File: src/rtl/pattern_tx_pkg.sv
// pattern_tx_pkg -- shared types and defaults for the pattern_tx serializer.
//   PTX_WIDTH : default maximum word width in bits
//   PTX_LEN_W : default width of load_len, clog2(PTX_WIDTH+1)
//   state_e   : serializer FSM states; PARITY exists only when
//               PATTERN_TX_PARITY_EN is defined.
package pattern_tx_pkg;

    localparam int PTX_WIDTH = 16;
    localparam int PTX_LEN_W = 5;

    typedef enum logic [1:0] {
        IDLE   = 2'd0,
        SHIFT  = 2'd1
`ifdef PATTERN_TX_PARITY_EN
        ,
        PARITY = 2'd2
`endif
    } state_e;

endpackage

File: src/rtl/pattern_tx_if.sv
// pattern_tx_if -- load handshake plus serial output bundle of pattern_tx.
//   load_valid/load_ready/load_data/load_len : parallel word handshake
//   dout/dout_valid/dout_last                : serial bit stream
//   modport slave  : the serializer side
//   modport master : the word producer / stream consumer side
interface pattern_tx_if
    import pattern_tx_pkg::*;
#(
    parameter int WIDTH = PTX_WIDTH,
    parameter int LEN_W = PTX_LEN_W
) ();

    logic             load_valid;
    logic             load_ready;
    logic [WIDTH-1:0] load_data;
    logic [LEN_W-1:0] load_len;
    logic             dout;
    logic             dout_valid;
    logic             dout_last;

    modport slave (
        input  load_valid, load_data, load_len,
        output load_ready, dout, dout_valid, dout_last
    );

    modport master (
        output load_valid, load_data, load_len,
        input  load_ready, dout, dout_valid, dout_last
    );

endinterface

File: src/rtl/ptx_shreg.sv
// ptx_shreg -- WIDTH-bit load / shift-left register with running parity.
//   clk, rst : clock, synchronous active-high reset
//   load     : capture din; din[WIDTH-1] is taken as the bit now being sent
//   shift    : advance one bit
//   din      : parallel word
//   ser_o    : serial MSB output = next bit to be sent
//   par_o    : XOR of every bit sent so far in this word (even parity)
// The register holds the word pre-shifted by one, because the top already
// drives the first bit straight from din on the load edge.
module ptx_shreg
    import pattern_tx_pkg::*;
#(
    parameter int WIDTH = PTX_WIDTH
) (
    input  logic             clk,
    input  logic             rst,
    input  logic             load,
    input  logic             shift,
    input  logic [WIDTH-1:0] din,
    output logic             ser_o,
    output logic             par_o
);

    logic [WIDTH-1:0] word_q, word_d;
    logic             par_q, par_d;

    always_comb begin
        word_d = word_q;
        par_d  = par_q;
        if (load) begin
            word_d = {din[WIDTH-2:0], 1'b0};
            par_d  = din[WIDTH-1];
        end else if (shift) begin
            word_d = {word_q[WIDTH-2:0], 1'b0};
            par_d  = par_q ^ word_q[WIDTH-1];
        end
    end

    always_ff @(posedge clk) begin
        if (rst) begin
            word_q <= '0;
            par_q  <= 1'b0;
        end else begin
            word_q <= word_d;
            par_q  <= par_d;
        end
    end

    assign ser_o = word_q[WIDTH-1];
    assign par_o = par_q;

endmodule

File: src/rtl/pattern_tx.sv
// pattern_tx -- parallel-to-serial pattern transmitter, MSB first.
//   clk, rst : clock, synchronous active-high reset
//   bus      : pattern_tx_if.slave (load handshake in, serial stream out)
// A word of effective length N (N = WIDTH when load_len is 0 or > WIDTH)
// is sent on N consecutive cycles starting the cycle after the transfer.
// load_ready is high in IDLE and on the last-bit cycle, so words chain
// back to back. All outputs come straight from flops.
// Optional: define PATTERN_TX_PARITY_EN to append an even-parity bit
// (state PARITY) that carries dout_last instead of the last data bit.
// WIDTH must be at least 2.
module pattern_tx
    import pattern_tx_pkg::*;
#(
    parameter int WIDTH = PTX_WIDTH,
    parameter int LEN_W = PTX_LEN_W
) (
    input  logic         clk,
    input  logic         rst,
    pattern_tx_if.slave  bus
);

    state_e           state_q, state_d;
    logic [LEN_W-1:0] cnt_q, cnt_d;     // data bits still to send after the current one
    logic             dout_q, dout_d;
    logic             vld_q, vld_d;
    logic             last_q, last_d;
    logic             rdy_q, rdy_d;

    logic             xfer;
    logic [LEN_W-1:0] eff_len;
    logic             sh_load, sh_shift;
    logic             ser, par;

    ptx_shreg #(.WIDTH(WIDTH)) u_shreg (
        .clk   (clk),
        .rst   (rst),
        .load  (sh_load),
        .shift (sh_shift),
        .din   (bus.load_data),
        .ser_o (ser),
        .par_o (par)
    );

`ifndef PATTERN_TX_PARITY_EN
    logic unused_par;
    assign unused_par = par;
`endif

    assign xfer    = bus.load_valid && rdy_q;
    assign eff_len = (bus.load_len == '0 || int'(bus.load_len) > WIDTH)
                   ? LEN_W'(WIDTH) : bus.load_len;

    always_comb begin
        state_d  = IDLE;
        cnt_d    = cnt_q;
        dout_d   = 1'b0;
        vld_d    = 1'b0;
        last_d   = 1'b0;
        sh_load  = 1'b0;
        sh_shift = 1'b0;
        if (xfer) begin
            // Only possible in IDLE or on a last-bit cycle: start new word.
            state_d = SHIFT;
            cnt_d   = eff_len - LEN_W'(1);
            dout_d  = bus.load_data[WIDTH-1];
            vld_d   = 1'b1;
            sh_load = 1'b1;
`ifndef PATTERN_TX_PARITY_EN
            last_d  = (eff_len == LEN_W'(1));
`endif
        end else if (state_q == SHIFT && cnt_q != '0) begin
            state_d  = SHIFT;
            cnt_d    = cnt_q - LEN_W'(1);
            dout_d   = ser;
            vld_d    = 1'b1;
            sh_shift = 1'b1;
`ifndef PATTERN_TX_PARITY_EN
            last_d   = (cnt_q == LEN_W'(1));
`endif
        end
`ifdef PATTERN_TX_PARITY_EN
        else if (state_q == SHIFT) begin
            // Last data bit is on dout now; par already includes it.
            state_d = PARITY;
            dout_d  = par;
            vld_d   = 1'b1;
            last_d  = 1'b1;
        end
`endif
        rdy_d = (state_d == IDLE) || last_d;
    end

    always_ff @(posedge clk) begin
        if (rst) begin
            state_q <= IDLE;
            cnt_q   <= '0;
            dout_q  <= 1'b0;
            vld_q   <= 1'b0;
            last_q  <= 1'b0;
            rdy_q   <= 1'b0;
        end else begin
            state_q <= state_d;
            cnt_q   <= cnt_d;
            dout_q  <= dout_d;
            vld_q   <= vld_d;
            last_q  <= last_d;
            rdy_q   <= rdy_d;
        end
    end

    assign bus.dout       = dout_q;
    assign bus.dout_valid = vld_q;
    assign bus.dout_last  = last_q;
    assign bus.load_ready = rdy_q;

endmodule

File: src/flat_wrapper.sv
// flat-port wrapper written by rule: the top's interface ports become plain ports
module pattern_tx_flat import pattern_tx_pkg::*;
#(
    parameter int WIDTH = PTX_WIDTH,
    parameter int LEN_W = PTX_LEN_W
)
  (clk, rst, bus_load_valid, bus_load_data, bus_load_len, bus_load_ready, bus_dout, bus_dout_valid, bus_dout_last);
  pattern_tx_if #(.WIDTH(WIDTH), .LEN_W(LEN_W)) bus_i ();
  input  logic clk;
  input  logic rst;
  input wire logic [$bits(bus_i.load_valid)-1:0] bus_load_valid;
  input wire logic [$bits(bus_i.load_data)-1:0] bus_load_data;
  input wire logic [$bits(bus_i.load_len)-1:0] bus_load_len;
  output wire logic [$bits(bus_i.load_ready)-1:0] bus_load_ready;
  output wire logic [$bits(bus_i.dout)-1:0] bus_dout;
  output wire logic [$bits(bus_i.dout_valid)-1:0] bus_dout_valid;
  output wire logic [$bits(bus_i.dout_last)-1:0] bus_dout_last;
  assign bus_i.load_valid = bus_load_valid;
  assign bus_i.load_data = bus_load_data;
  assign bus_i.load_len = bus_load_len;
  assign bus_load_ready = bus_i.load_ready;
  assign bus_dout = bus_i.dout;
  assign bus_dout_valid = bus_i.dout_valid;
  assign bus_dout_last = bus_i.dout_last;
  pattern_tx #(.WIDTH(WIDTH), .LEN_W(LEN_W)) u_core (.clk(clk), .rst(rst), .bus(bus_i));
endmodule
File: config.mk
export PLATFORM = sky130hd
export DESIGN_NAME = pattern_tx_flat
export DESIGN_NICKNAME = d
export VERILOG_FILES = /design/src/rtl/pattern_tx_pkg.sv /design/src/rtl/pattern_tx_if.sv /design/src/rtl/ptx_shreg.sv /design/src/rtl/pattern_tx.sv /design/src/flat_wrapper.sv
export SDC_FILE = /design/constraint.sdc
export NUM_CORES = 1
export LEC_CHECK = 0
export BUFFER_PORTS_ARGS = -buffer_cell sky130_fd_sc_hd__buf_4
export CORE_ASPECT_RATIO = 1.5
export CORE_MARGIN = 2
export CORE_UTILIZATION = 35
export CTS_CLUSTER_SIZE = 8
export DETAILED_ROUTE_END_ITERATION = 8
export GPL_ROUTABILITY_DRIVEN = 1
export PLACE_DENSITY = 0.61
export SYNTH_ARGS = -nofsm -noshare
export SYNTH_HDL_FRONTEND = slang
export SYNTH_SLANG_ARGS = --single-unit
File: constraint.sdc
create_clock -name clk -period 1.97 [get_ports clk]
set_clock_uncertainty 0.1 [all_clocks]
set_input_delay 0.394 -clock clk [delete_from_list [all_inputs] [get_ports clk]]
set_output_delay 0.394 -clock clk [all_outputs]
set_load 0.01 [all_outputs]
Word-level counts from Yosys, hierarchy flattened. Index checks and enable logic that the tools add are counted.

Bits in registers: 26. Latch bits: 0. Memory bits (writable): 0. Bits in read-only memories: 0. Input port bits: 24. Output and inout port bits: 4. Logic and storage cells: 37. Memories: 0.

Add/sub/neg operators: 2. Multiply operators: 0. Divide/modulo/power cells: 0. Magnitude comparators: 1. Equal/unequal tests: 3. Shifts and indexed selects: 0. Muxes and demuxes: 15. Bitwise logic cells: 0. Reduce and logical (&&, ||, !) cells: 9.

Operator list (number): 16-bit 2-to-1 mux (2); 5-bit 2-to-1 mux (3); 5-bit by 1-bit == test with 1-bit output (second input constant) (2); 5-bit by 1-bit subtractor with 5-bit output (second input constant) (2); 1-bit 2-to-1 mux (9); 5-bit greater-than comparator (second input constant) (1); 5-bit logical NOT (1); 5-bit nonzero test (1); 2-bit nonzero test (2); 2-bit by 1-bit == test with 1-bit output (second input constant) (1); 1-bit logical AND (2); 2-bit logical NOT (1); 1-bit logical OR (2); 2-bit 2-to-1 mux (1).

Longest topological paths before layout. Gate-level depths: netlist of run 1.

Depth in word-level cells: 6. Depth in mapped cells: 8. Mapped depth without buffers: 7.

By module. Synthesis of run 1 repeated with hierarchy kept, for this count alone.

Cell total of the unflattened synthesis: 138. Area, all modules: 1317.5 µm².

By module, submodules not included: ptx_shreg (instances 1, cells each 72, area an instance 767.0 µm², sequential area each 320.3 µm²); pattern_tx (instances 1, cells each 66, area an instance 550.5 µm², sequential area each 180.2 µm²).

Worst setup path after synthesis of run 1. No wires, ideal clock.

Path type: reg-to-reg. Start point: reg u_core.cnt_q[0]. End point: reg u_core.u_shreg.word_q[10]. Library setup time: 0.133 ns. Data arrival time: 1.629 ns. Data required time: 1.737 ns. Setup slack: 0.108 ns. Stages on the path, launching flop included: 9. Path buffers: 2. Clock period less this slack: 1.862 ns. Cells stage by stage: dfxtp_1 > inv_1 > ha_1 > or4b_4 > and2_4 > buf_6 > buf_6 > nor3_1 > nor4_1.

Cells in the longest elaborated chain, start to end: 5.

RTL lines: start: declaration (RTL line pattern_tx.sv:23) `logic [LEN_W-1:0] cnt_q, cnt_d;`; start signal: assignment (RTL line pattern_tx.sv:103) `cnt_q <= cnt_d;`; 5-bit nonzero test (RTL line pattern_tx.sv:71) `end else if (state_q == SHIFT && cnt_q != '0) begin`; 1-bit logical AND (RTL line pattern_tx.sv:71); 1-bit 2-to-1 mux (RTL line pattern_tx.sv:71); 1-bit 2-to-1 mux (RTL line pattern_tx.sv:61) `if (xfer) begin`; 2-bit nonzero test (no line); end signal: assignment (RTL line ptx_shreg.sv:44) `word_q <= word_d;`; end: declaration (RTL line ptx_shreg.sv:24) `logic [WIDTH-1:0] word_q, word_d;`.

Every way passes these cells. A chain may end at the register's enable or synchronous reset.

Worst setup path after layout of run 1.
Start point: reg u_core.cnt_q[1]. End point: reg u_core.u_shreg.word_q[12].

The elaborated chain is that of the path after synthesis.

==> impl_metrics.ini, run 1 <==
[status]
outcome = completed

[critical_path]
required_ns = 2.01
r2r_start = u_core.cnt_q[1]$_SDFFE_PP0P_
critPathBufInv = 1
ff2ff_setup_slack_ns = 0.1
cp-startpoint = u_core.cnt_q[1]$_SDFFE_PP0P_
max_stage_delay_ns = 0.52
cp_data_arrival_time_ns = 1.91
cp-end-kind = flop
cp_max_fo = 8
worstSetupPathType = reg2reg
path_delay_family = simple AND/OR/NAND/NOR gates
reg2reg_depth = 6
cp_cell_sequence = inv_1, ha_1, or4b_4, and2_2, nor3_1, nor4_1
crit_path_start_kind = flop
slowest_stage = or4b_4
crit_cells = 6

[die]
num_rows = 26
die_area_sq_um = 4010
core_sq_um = 3380
die_w_um = 52.4
io_pins = 28
initial_utilization = 0.363
chipHeight_um = 76.6

[drt]
vias_per_cell = 5.46
drt_iter0_markers = 34
antenna_left = 0
drc = 0
vias = 1201
dr.pass1.iters = 4
post_drt_wl_per_cell_um = 12.9
wl_um = 2840

[clock_tree]
cts_tree = done
cts_root_buf = clkbuf_8
numCtsBuffers = 3
ctsHoldBuffers = 0
clock_path_buffers = 2
htreeDepth = 1
clk_pin_slew_ns = 0.08
cts_num_sinks = 24
clk-insertion-delay-late_ns = 0.26

[cells_and_area]
syn_to_final_growth_pct = 23.2
final_common_cell = nor3_1
antenna_cells = 0
final_area_sq_um = 1510
final_cell_mix = 33 x nor3_1, 31 x buf_4, 24 x dfxtp_1, 18 x nor2_1, 13 x nor4_1
final_net_count = 207
drive_gt1_frac = 0.242

[placed_design]
gp_congestion = 0.783
pre_cts_slack_ns = 0.0305
placed_area_sq_um = 1450
hpwlAfterDp_um = 1960
port-buffer-count = 27

[synth]
synth-simple-area-share = 0.388
ys_ff_latch = 24
synthAdderAreaFrac = 0.0407
yosysSeqAreaShare = 0.391
syn-num-nets = 182
syn-cell-area_sq_um = 1230
syn_area_per_cell_sq_um = 7.98
synth_top_family_by_area = simple AND/OR/NAND/NOR gates
synthCells = 154
yosysUniqueCellTypes = 34
synth_xor_area_frac = 0.0143
synth_compound_gate_area_share = 0.0988
synth_mux_area_frac = 0
yosys_warnings = 0

[timing]
hold_viol = 0
min_period_ns = 1.87
worst_slew_pin_slew_ns = 0.356
finalMaxSlewViolations = 0
clock.fmax_mhz = 534
setup_ws_ns = 0.0986
rsz0062_at_grt = yes
maxSlewHeadroom = 0.763
setup_violations = 0
period_share = 0.950

[power_and_ir_drop]
switching_share = 0.277
vdd_ir_drop_max_v = 0.000363
p_per_area_nw_per_um2 = 781
combPwrFrac = 0.241
p_leak_nw = 0.604
seqPwrFrac = 0.486
internal-power_w = 0.000855
pwr-share-clk = 0.273
power.switching_w = 0.000327

[flow_run]
maxCapViolCount = 0

[global_route]
grt_pass1_wl_um = 4800
grt_max_degree = 38
grt_overflow = 0
first_global_vias = 1157
grt_util_all_layers = 0.149
antenna_found_initial = 0

[hold_path]
min_path_type = in2reg
hold_depth = 3
worstHoldStart = bus_load_data[15]
==> repair_timing <==
item,4_1_cts,5_1_grt
buffers inserted,0,0
resized for setup,0,1
endpoints found under the setup margin,0,15
==> worst min-delay path, cell delays in order <==
cell and delay (ns):
buf_4 0.11, nand2_1 0.05, a21oi_1 0.05
==> synthesized netlist by cell type (all sizes together) <==
| cell | n | area share |
|---|---|---|
| a211o | 2 | 0.014 |
| a211oi | 2 | 0.012 |
| a21bo | 1 | 0.0081 |
| a21oi | 5 | 0.020 |
| a221oi | 1 | 0.0071 |
| a31oi | 2 | 0.010 |
| and2 | 3 | 0.017 |
| buf | 5 | 0.034 |
| clkbuf | 7 | 0.021 |
| dfxtp | 24 | 0.39 |
| ha | 4 | 0.041 |
| inv | 4 | 0.012 |
| nand2 | 8 | 0.026 |
| nand2b | 2 | 0.010 |
| nand3 | 4 | 0.016 |
| nand4 | 1 | 0.0051 |
| nor2 | 18 | 0.055 |
| nor2b | 3 | 0.015 |
| nor3 | 34 | 0.14 |
| nor4 | 14 | 0.076 |
| nor4b | 1 | 0.0071 |
| o21ai | 2 | 0.0081 |
| o21bai | 1 | 0.0061 |
| o31ai | 2 | 0.012 |
| or2 | 1 | 0.0051 |
| or4b | 1 | 0.011 |
| xnor2 | 1 | 0.0071 |
| xor2 | 1 | 0.0071 |
==> state kept, by name, summed over array words and instances, names as in the netlist <==
signal	cells
u_core.bus.load_ready	1
u_core.bus.dout_valid	1
u_core.bus.dout	1
u_core.bus.dout_last	1
u_core.u_shreg.word_q	15
u_core.cnt_q	5
==> final cells by class <==
class	instances	area, sq um
flip-flops and latches	24	480
repair buffers	31	233
well taps	42	52.6
inverters	4	15.0
fillers	365	1870
clock buffers	4	55.1
multi-input cells	115	678
==> path summary, 6_finish.rpt <==
kind                                                               end
worst min-delay path                        u_core.bus.dout$_SDFF_PP0_
worst max-delay path            u_core.u_shreg.word_q[12]$_SDFFE_PP0P_
worst min register to register              u_core.bus.dout$_SDFF_PP0_
worst max register to register  u_core.u_shreg.word_q[12]$_SDFFE_PP0P_
==> cell families after synthesis <==
group                    Yosys count
adder cells (fa/ha/maj)            4
AO/OA/AOI/OAI                     18
AND/OR/NAND/NOR                   90
flip-flops                        24
XOR/XNOR                           2
buffers and inverters             16
==> metal layers <==
metal	up-vias	part of all wire	track usage
met3	2	0.048	0.0196
met4	0	0.0074	0.0385
met2	31	0.52	0.276
li1	601	-	-
met1	567	0.42	0.170
met5	-	0	0
==> metrics by stage <==
stage	util	std cells	setup TNS, ns	hold WS [ns]	power [W]
final	0.447	220	0	0.293	0.00118
after global routing	0.447	220	-0.0256	0.294	0.00126
after CTS	0.444	219	0	0.289	0.00119
after detailed placement	0.428	215	0	0.370	0.000863
after global placement	0.428	215	0	0.354	0.000854
after floorplan	-	154	0	0.349	0.000778
==> power groups by stage <==
stage	Sequential, W	Combinational [W]	Clock, W
after global routing	0.000582	0.000324	0.000355
final	0.000575	0.000285	0.000322
after CTS	0.000573	0.000280	0.000338
after floorplan	0.000580	0.000197	0
after detailed placement	0.000585	0.000278	0
after global placement	0.000582	0.000272	0
No activity file was read; power rests on OpenSTA's default activity.
==> run 2, diff against run 1 <==
--- a/config.mk
+++ b/config.mk
@@ -5,14 +5,15 @@
 export SDC_FILE = /design/constraint.sdc
 export NUM_CORES = 1
 export LEC_CHECK = 0
-export BUFFER_PORTS_ARGS = -buffer_cell sky130_fd_sc_hd__buf_4
 export CORE_ASPECT_RATIO = 1.5
 export CORE_MARGIN = 2
 export CORE_UTILIZATION = 35
 export CTS_CLUSTER_SIZE = 8
 export DETAILED_ROUTE_END_ITERATION = 8
+export DONT_BUFFER_PORTS = 1
 export GPL_ROUTABILITY_DRIVEN = 1
-export PLACE_DENSITY = 0.61
+export PLACE_DENSITY = 0.6
+export SLEW_MARGIN = 0
 export SYNTH_ARGS = -nofsm -noshare
 export SYNTH_HDL_FRONTEND = slang
 export SYNTH_SLANG_ARGS = --single-unit
==> impl_metrics.ini, run 2 (synthesized netlist as in run 1, its figures left out) <==
[clock_tree]
cts_tree = done
ctsHoldBuffers = 0
clk-insertion-delay-late_ns = 0.27
htreeDepth = 1
cts_root_buf = clkbuf_8
numCtsBuffers = 3
clock_path_buffers = 2
cts_num_sinks = 24
clk_pin_slew_ns = 0.09

[timing]
min_period_ns = 1.86
worst_slew_pin_slew_ns = 0.355
setup_violations = 0
finalMaxSlewViolations = 0
maxSlewHeadroom = 0.764
rsz0062_at_grt = no
clock.fmax_mhz = 537
fin_setup_tns_ns = 0
period_share = 0.944
hold_viol = 0

[placed_design]
port-buffer-count = 0
placedCellCount = 186
hpwlAfterDp_um = 1850
gp_congestion = 0.680

[cells_and_area]
regMostFlops = u_core.u_shreg.word_q
drive_gt1_frac = 0.108
regArea_sq_um = 482
n_fill_cell = 368
final_net_count = 177
final_common_cell = nor3_1
largest_reg_flops = 15
syn_to_final_growth_pct = 7.23
stdcell_count = 190
reg.largest.list = u_core.u_shreg.word_q (15), u_core.cnt_q (5)
multiInputGateArea_sq_um = 682
final_cell_mix = 32 x nor3_1, 23 x dfxtp_1, 18 x nor2_1, 12 x nor4_1, 7 x nand2_1
antenna_cells = 0

[power_and_ir_drop]
p_per_area_nw_per_um2 = 938
p_leak_nw = 0.469
internal-power_w = 0.000912
seqPwrFrac = 0.470
vdd_ir_drop_max_v = 0.000446
combPwrFrac = 0.178
pwr-share-clk = 0.353
power.switching_w = 0.000324
switching_share = 0.262

[global_route]
grt_overflow = 0
grt_pass1_wl_um = 4520
gr-max-usage-layer = met2
met3_usage = 0.0294
antenna_found_initial = 0
use_met2 = 0.244
grtUsageMet1 = 0.167
grt_util_all_layers = 0.145
grt_max_degree = 38
first_global_vias = 1089

[die]
num_rows = 26
initial_utilization = 0.363
io_pins = 28
die_area_sq_um = 4010
chipHeight_um = 76.6
die_w_um = 52.4
core_sq_um = 3380

[critical_path]
cp_max_fo = 17
worstSetupPathType = reg2reg
cp-end-kind = flop
cp_cell_sequence = inv_1, ha_1, or4b_4, and2_4, xnor2_1, a211oi_1
cp_data_arrival_time_ns = 1.95
crit_path_start_kind = flop
path_delay_family = simple AND/OR/NAND/NOR gates
critPathBufInv = 1
required_ns = 2.06
max_stage_delay_ns = 0.50
slowest_stage = or4b_4

[drt]
dr.pass1.iters = 4
vias_per_cell = 5.56
drc = 0
vias = 1057
wl_um = 2650
antenna_left = 0
drt_iter0_markers = 12
post_drt_wl_per_cell_um = 14.0

[hold_path]
min_path_type = in2reg

[flow_run]
maxCapViolCount = 0

[status]
outcome = completed
==> run 2: area by class of cell <==
cell class,count,area share
Clock buffer,3,0.0313
Clock inverter,1,0.0228
Inverter,4,0.0114
Timing Repair Buffer,2,0.0114
Tap cell,42,0.0399
Multi-Input combinational cell,114,0.518
Sequential cell,24,0.366
==> run 2: what timing repair did <==
action                                  in CTS  in global routing
resized for setup                            0                  4
buffers inserted                             0                  0
endpoints found under the setup margin       0                 12
hold endpoints to repair                     0                  0
==> run 2: worst paths after layout <==
check / cells past startpoint / end / slack [ns] / from
worst max-delay path: 6 / u_core.cnt_q[0]$_SDFFE_PP0P_ / 0.11 / u_core.cnt_q[1]$_SDFFE_PP0P_
worst min-delay path: 1 / u_core.cnt_q[1]$_SDFFE_PP0P_ / 0.08 / rst
worst max register to register: 6 / u_core.cnt_q[0]$_SDFFE_PP0P_ / 0.11 / u_core.cnt_q[1]$_SDFFE_PP0P_
worst min register to register: 2 / u_core.u_shreg.word_q[1]$_SDFFE_PP0P_ / 0.37 / u_core.u_shreg.word_q[1]$_SDFFE_PP0P_
==> run 2: routing by layer <==
layer,vias up,wire [um],share of wire
met5,-,0,0
met4,0,57,0.021
met3,5,119,0.045
met2,20,1300,0.49
met1,494,1170,0.44
li1,538,-,-
==> run 2: power by group through the flow <==
stage                     Combinational [W]  Clock, W  Sequential [W]
after detailed placement           0.000214         0        0.000590
after global routing               0.000247  0.000469        0.000589
after global placement             0.000207         0        0.000588
final                              0.000219  0.000436        0.000581
after CTS                          0.000215  0.000445        0.000579
after floorplan                    0.000197         0        0.000580
==> run 2: per-stage QoR <==
stage / setup slack (ns) / hold slack, ns / area (sq um) / power (W) / utilization
after global routing: 0.0104 / 0.0575 / 1320 / 0.00131 / 0.389
after floorplan: 0.108 / 0.349 / 1230 / 0.000778 / -
final: 0.109 / 0.0759 / 1320 / 0.00124 / 0.389
after CTS: 0.0161 / 0.0712 / 1300 / 0.00124 / 0.384
after global placement: 0.169 / 0.356 / 1230 / 0.000794 / 0.363
after detailed placement: 0.0547 / 0.359 / 1230 / 0.000804 / 0.363
==> run 3, diff against run 2 <==
--- a/config.mk
+++ b/config.mk
@@ -12,8 +12,9 @@
 export DETAILED_ROUTE_END_ITERATION = 8
 export DONT_BUFFER_PORTS = 1
 export GPL_ROUTABILITY_DRIVEN = 1
-export PLACE_DENSITY = 0.6
+export PLACE_DENSITY = 0.58
 export SLEW_MARGIN = 0
 export SYNTH_ARGS = -nofsm -noshare
 export SYNTH_HDL_FRONTEND = slang
 export SYNTH_SLANG_ARGS = --single-unit
+export TNS_END_PERCENT = 20
==> constraint.sdc (replaced) <==
create_clock -name clk -period 2.4 [get_ports clk]
set_clock_uncertainty 0.1 [all_clocks]
set_input_delay 0.24 -clock clk [delete_from_list [all_inputs] [get_ports clk]]
set_output_delay 0.24 -clock clk [all_outputs]
set_load 0.01 [all_outputs]
==> impl_metrics.ini, run 3 (synthesized netlist as in run 1, its figures left out) <==
[hold_path]
min_path_type = in2reg
hold_depth = 2
worstHoldStart = bus_load_data[7]
hold_path_end = u_core.u_shreg.word_q[8]$_SDFFE_PP0P_

[die]
chipHeight_um = 76.6
die_w_um = 52.4
num_rows = 26
die_area_sq_um = 4010
initial_utilization = 0.363
io_pins = 28
core_sq_um = 3380

[power_and_ir_drop]
power.switching_w = 0.000257
vdd_ir_drop_max_v = 0.000359
internal-power_w = 0.000748
p_per_area_nw_per_um2 = 756
finalPower_w = 0.00101
p_leak_nw = 0.471
switching_share = 0.256
pwr-share-clk = 0.346
seqPwrFrac = 0.472
combPwrFrac = 0.182

[critical_path]
cp_max_fo = 17
slowest_stage = or4b_4
reg2reg_depth = 6
r2r_start = u_core.cnt_q[0]$_SDFFE_PP0P_
required_ns = 2.48
r2r-end = u_core.cnt_q[0]$_SDFFE_PP0P_
cp-end-kind = flop
path_delay_family = simple AND/OR/NAND/NOR gates
ff2ff_setup_slack_ns = 0.51
cp_cell_sequence = inv_1, ha_1, or4b_4, and2_4, xnor2_1, a211oi_1
worstSetupPathType = reg2reg
crit_path_start_kind = flop
cp_data_arrival_time_ns = 1.97
max_stage_delay_ns = 0.49
critPathBufInv = 1

[timing]
period_share = 0.787
hold-worst-slack_ns = 0.0399
rsz0062_at_grt = no
clock.fmax_mhz = 530
setup_ws_ns = 0.512
maxSlewHeadroom = 0.437
hold_viol = 0
worst_slew_pin_slew_ns = 0.841
fin_setup_tns_ns = 0
min_period_ns = 1.89
finalMaxSlewViolations = 0
setup_violations = 0

[cells_and_area]
largest_reg_flops = 15
n_fill_cell = 373
stdcell_count = 193
final_common_cell = nor3_1
antenna_cells = 0
drive_gt1_frac = 0.0861
multiInputGateArea_sq_um = 666
final_cell_mix = 33 x nor3_1, 24 x dfxtp_1, 18 x nor2_1, 13 x nor4_1, 7 x nand2_1
regArea_sq_um = 480
reg.largest.list = u_core.u_shreg.word_q (15), u_core.cnt_q (5)
final_net_count = 180
regMostFlops = u_core.u_shreg.word_q
syn_to_final_growth_pct = 8.25

[drt]
drt_iter0_markers = 19
antenna_left = 0
vias = 1047
drc = 0
wl_um = 2650
dr.pass1.iters = 2
post_drt_wl_per_cell_um = 13.7
vias_per_cell = 5.42

[placed_design]
pre_cts_slack_ns = 0.538
gp_congestion = 0.719
port-buffer-count = 0
hpwlAfterDp_um = 1870
placedCellCount = 186

[global_route]
grt_pass1_wl_um = 4840
grt_util_all_layers = 0.154
grt_overflow = 0
first_global_vias = 1131
antenna_found_initial = 0
grt_max_degree = 38

[clock_tree]
post_cts_buffers = 0
cts_num_sinks = 24
clock_path_buffers = 2
cts_tree = done
ctsHoldBuffers = 3
ctsResizeCount = 0
cts_root_buf = clkbuf_8
numCtsBuffers = 3
clk_pin_slew_ns = 0.08
clk-insertion-delay-late_ns = 0.27
htreeDepth = 1

[status]
outcome = completed

[flow_run]
maxCapViolCount = 0
==> run 3: worst reg2reg max path: stages, from the launching register on <==
cell and delay, ns:
dfxtp_1 0.35, inv_1 0.07, ha_1 0.16, or4b_4 0.49, and2_4 0.25, xnor2_1 0.14, a211oi_1 0.24
==> run 3: metal layers <==
metal,vias up,share of wire,global-route usage
li1,548,-,-
met1,474,0.41,0.177
met2,20,0.52,0.264
met3,5,0.048,0.0314
met4,0,0.020,0.0692
met5,-,0,0
==> run 3: layout make-up <==
| cell class | instances | share of cell area |
|---|---|---|
| Clock buffer | 3 | 0.0310 |
| Timing Repair Buffer | 5 | 0.0339 |
| Sequential cell | 24 | 0.361 |
| Multi-Input combinational cell | 114 | 0.500 |
| Clock inverter | 1 | 0.0226 |
| Inverter | 4 | 0.0113 |
| Tap cell | 42 | 0.0395 |
==> run 3: worst max-delay path by stage <==
stage / startpoint / to / slack, ns / depth (start not counted)
final: u_core.cnt_q[0]$_SDFFE_PP0P_ / u_core.cnt_q[0]$_SDFFE_PP0P_ / 0.51 / 6
after global routing: u_core.cnt_q[0]$_SDFFE_PP0P_ / u_core.u_shreg.word_q[10]$_SDFFE_PP0P_ / 0.31 / 6
after CTS: u_core.cnt_q[0]$_SDFFE_PP0P_ / u_core.u_shreg.word_q[13]$_SDFFE_PP0P_ / 0.51 / 6
after detailed placement: u_core.cnt_q[0]$_SDFFE_PP0P_ / u_core.u_shreg.word_q[12]$_SDFFE_PP0P_ / 0.54 / 6
after global placement: u_core.cnt_q[0]$_SDFFE_PP0P_ / u_core.cnt_q[0]$_SDFFE_PP0P_ / 0.61 / 6
after floorplan: u_core.cnt_q[0]$_SDFFE_PP0P_ / u_core.u_shreg.word_q[10]$_SDFFE_PP0P_ / 0.54 / 8
==> run 3: metrics by stage <==
| stage | instance area [sq um] | utilization |
|---|---|---|
| floorplan | 1230 | - |
| CTS | 1330 | 0.393 |
| global placement | 1230 | 0.363 |
| detailed placement | 1230 | 0.363 |
| global route | 1330 | 0.393 |
| finish | 1330 | 0.393 |
==> run 3: power by group through the flow <==
stage	logic, W	registers, W	clock network [W]
3_5_place_dp	0.000176	0.000484	0
3_3_place_gp	0.000171	0.000483	0
4_1_cts	0.000186	0.000475	0.000362
5_1_grt	0.000215	0.000482	0.000373
6_report	0.000183	0.000475	0.000348
2_1_floorplan	0.000162	0.000476	0
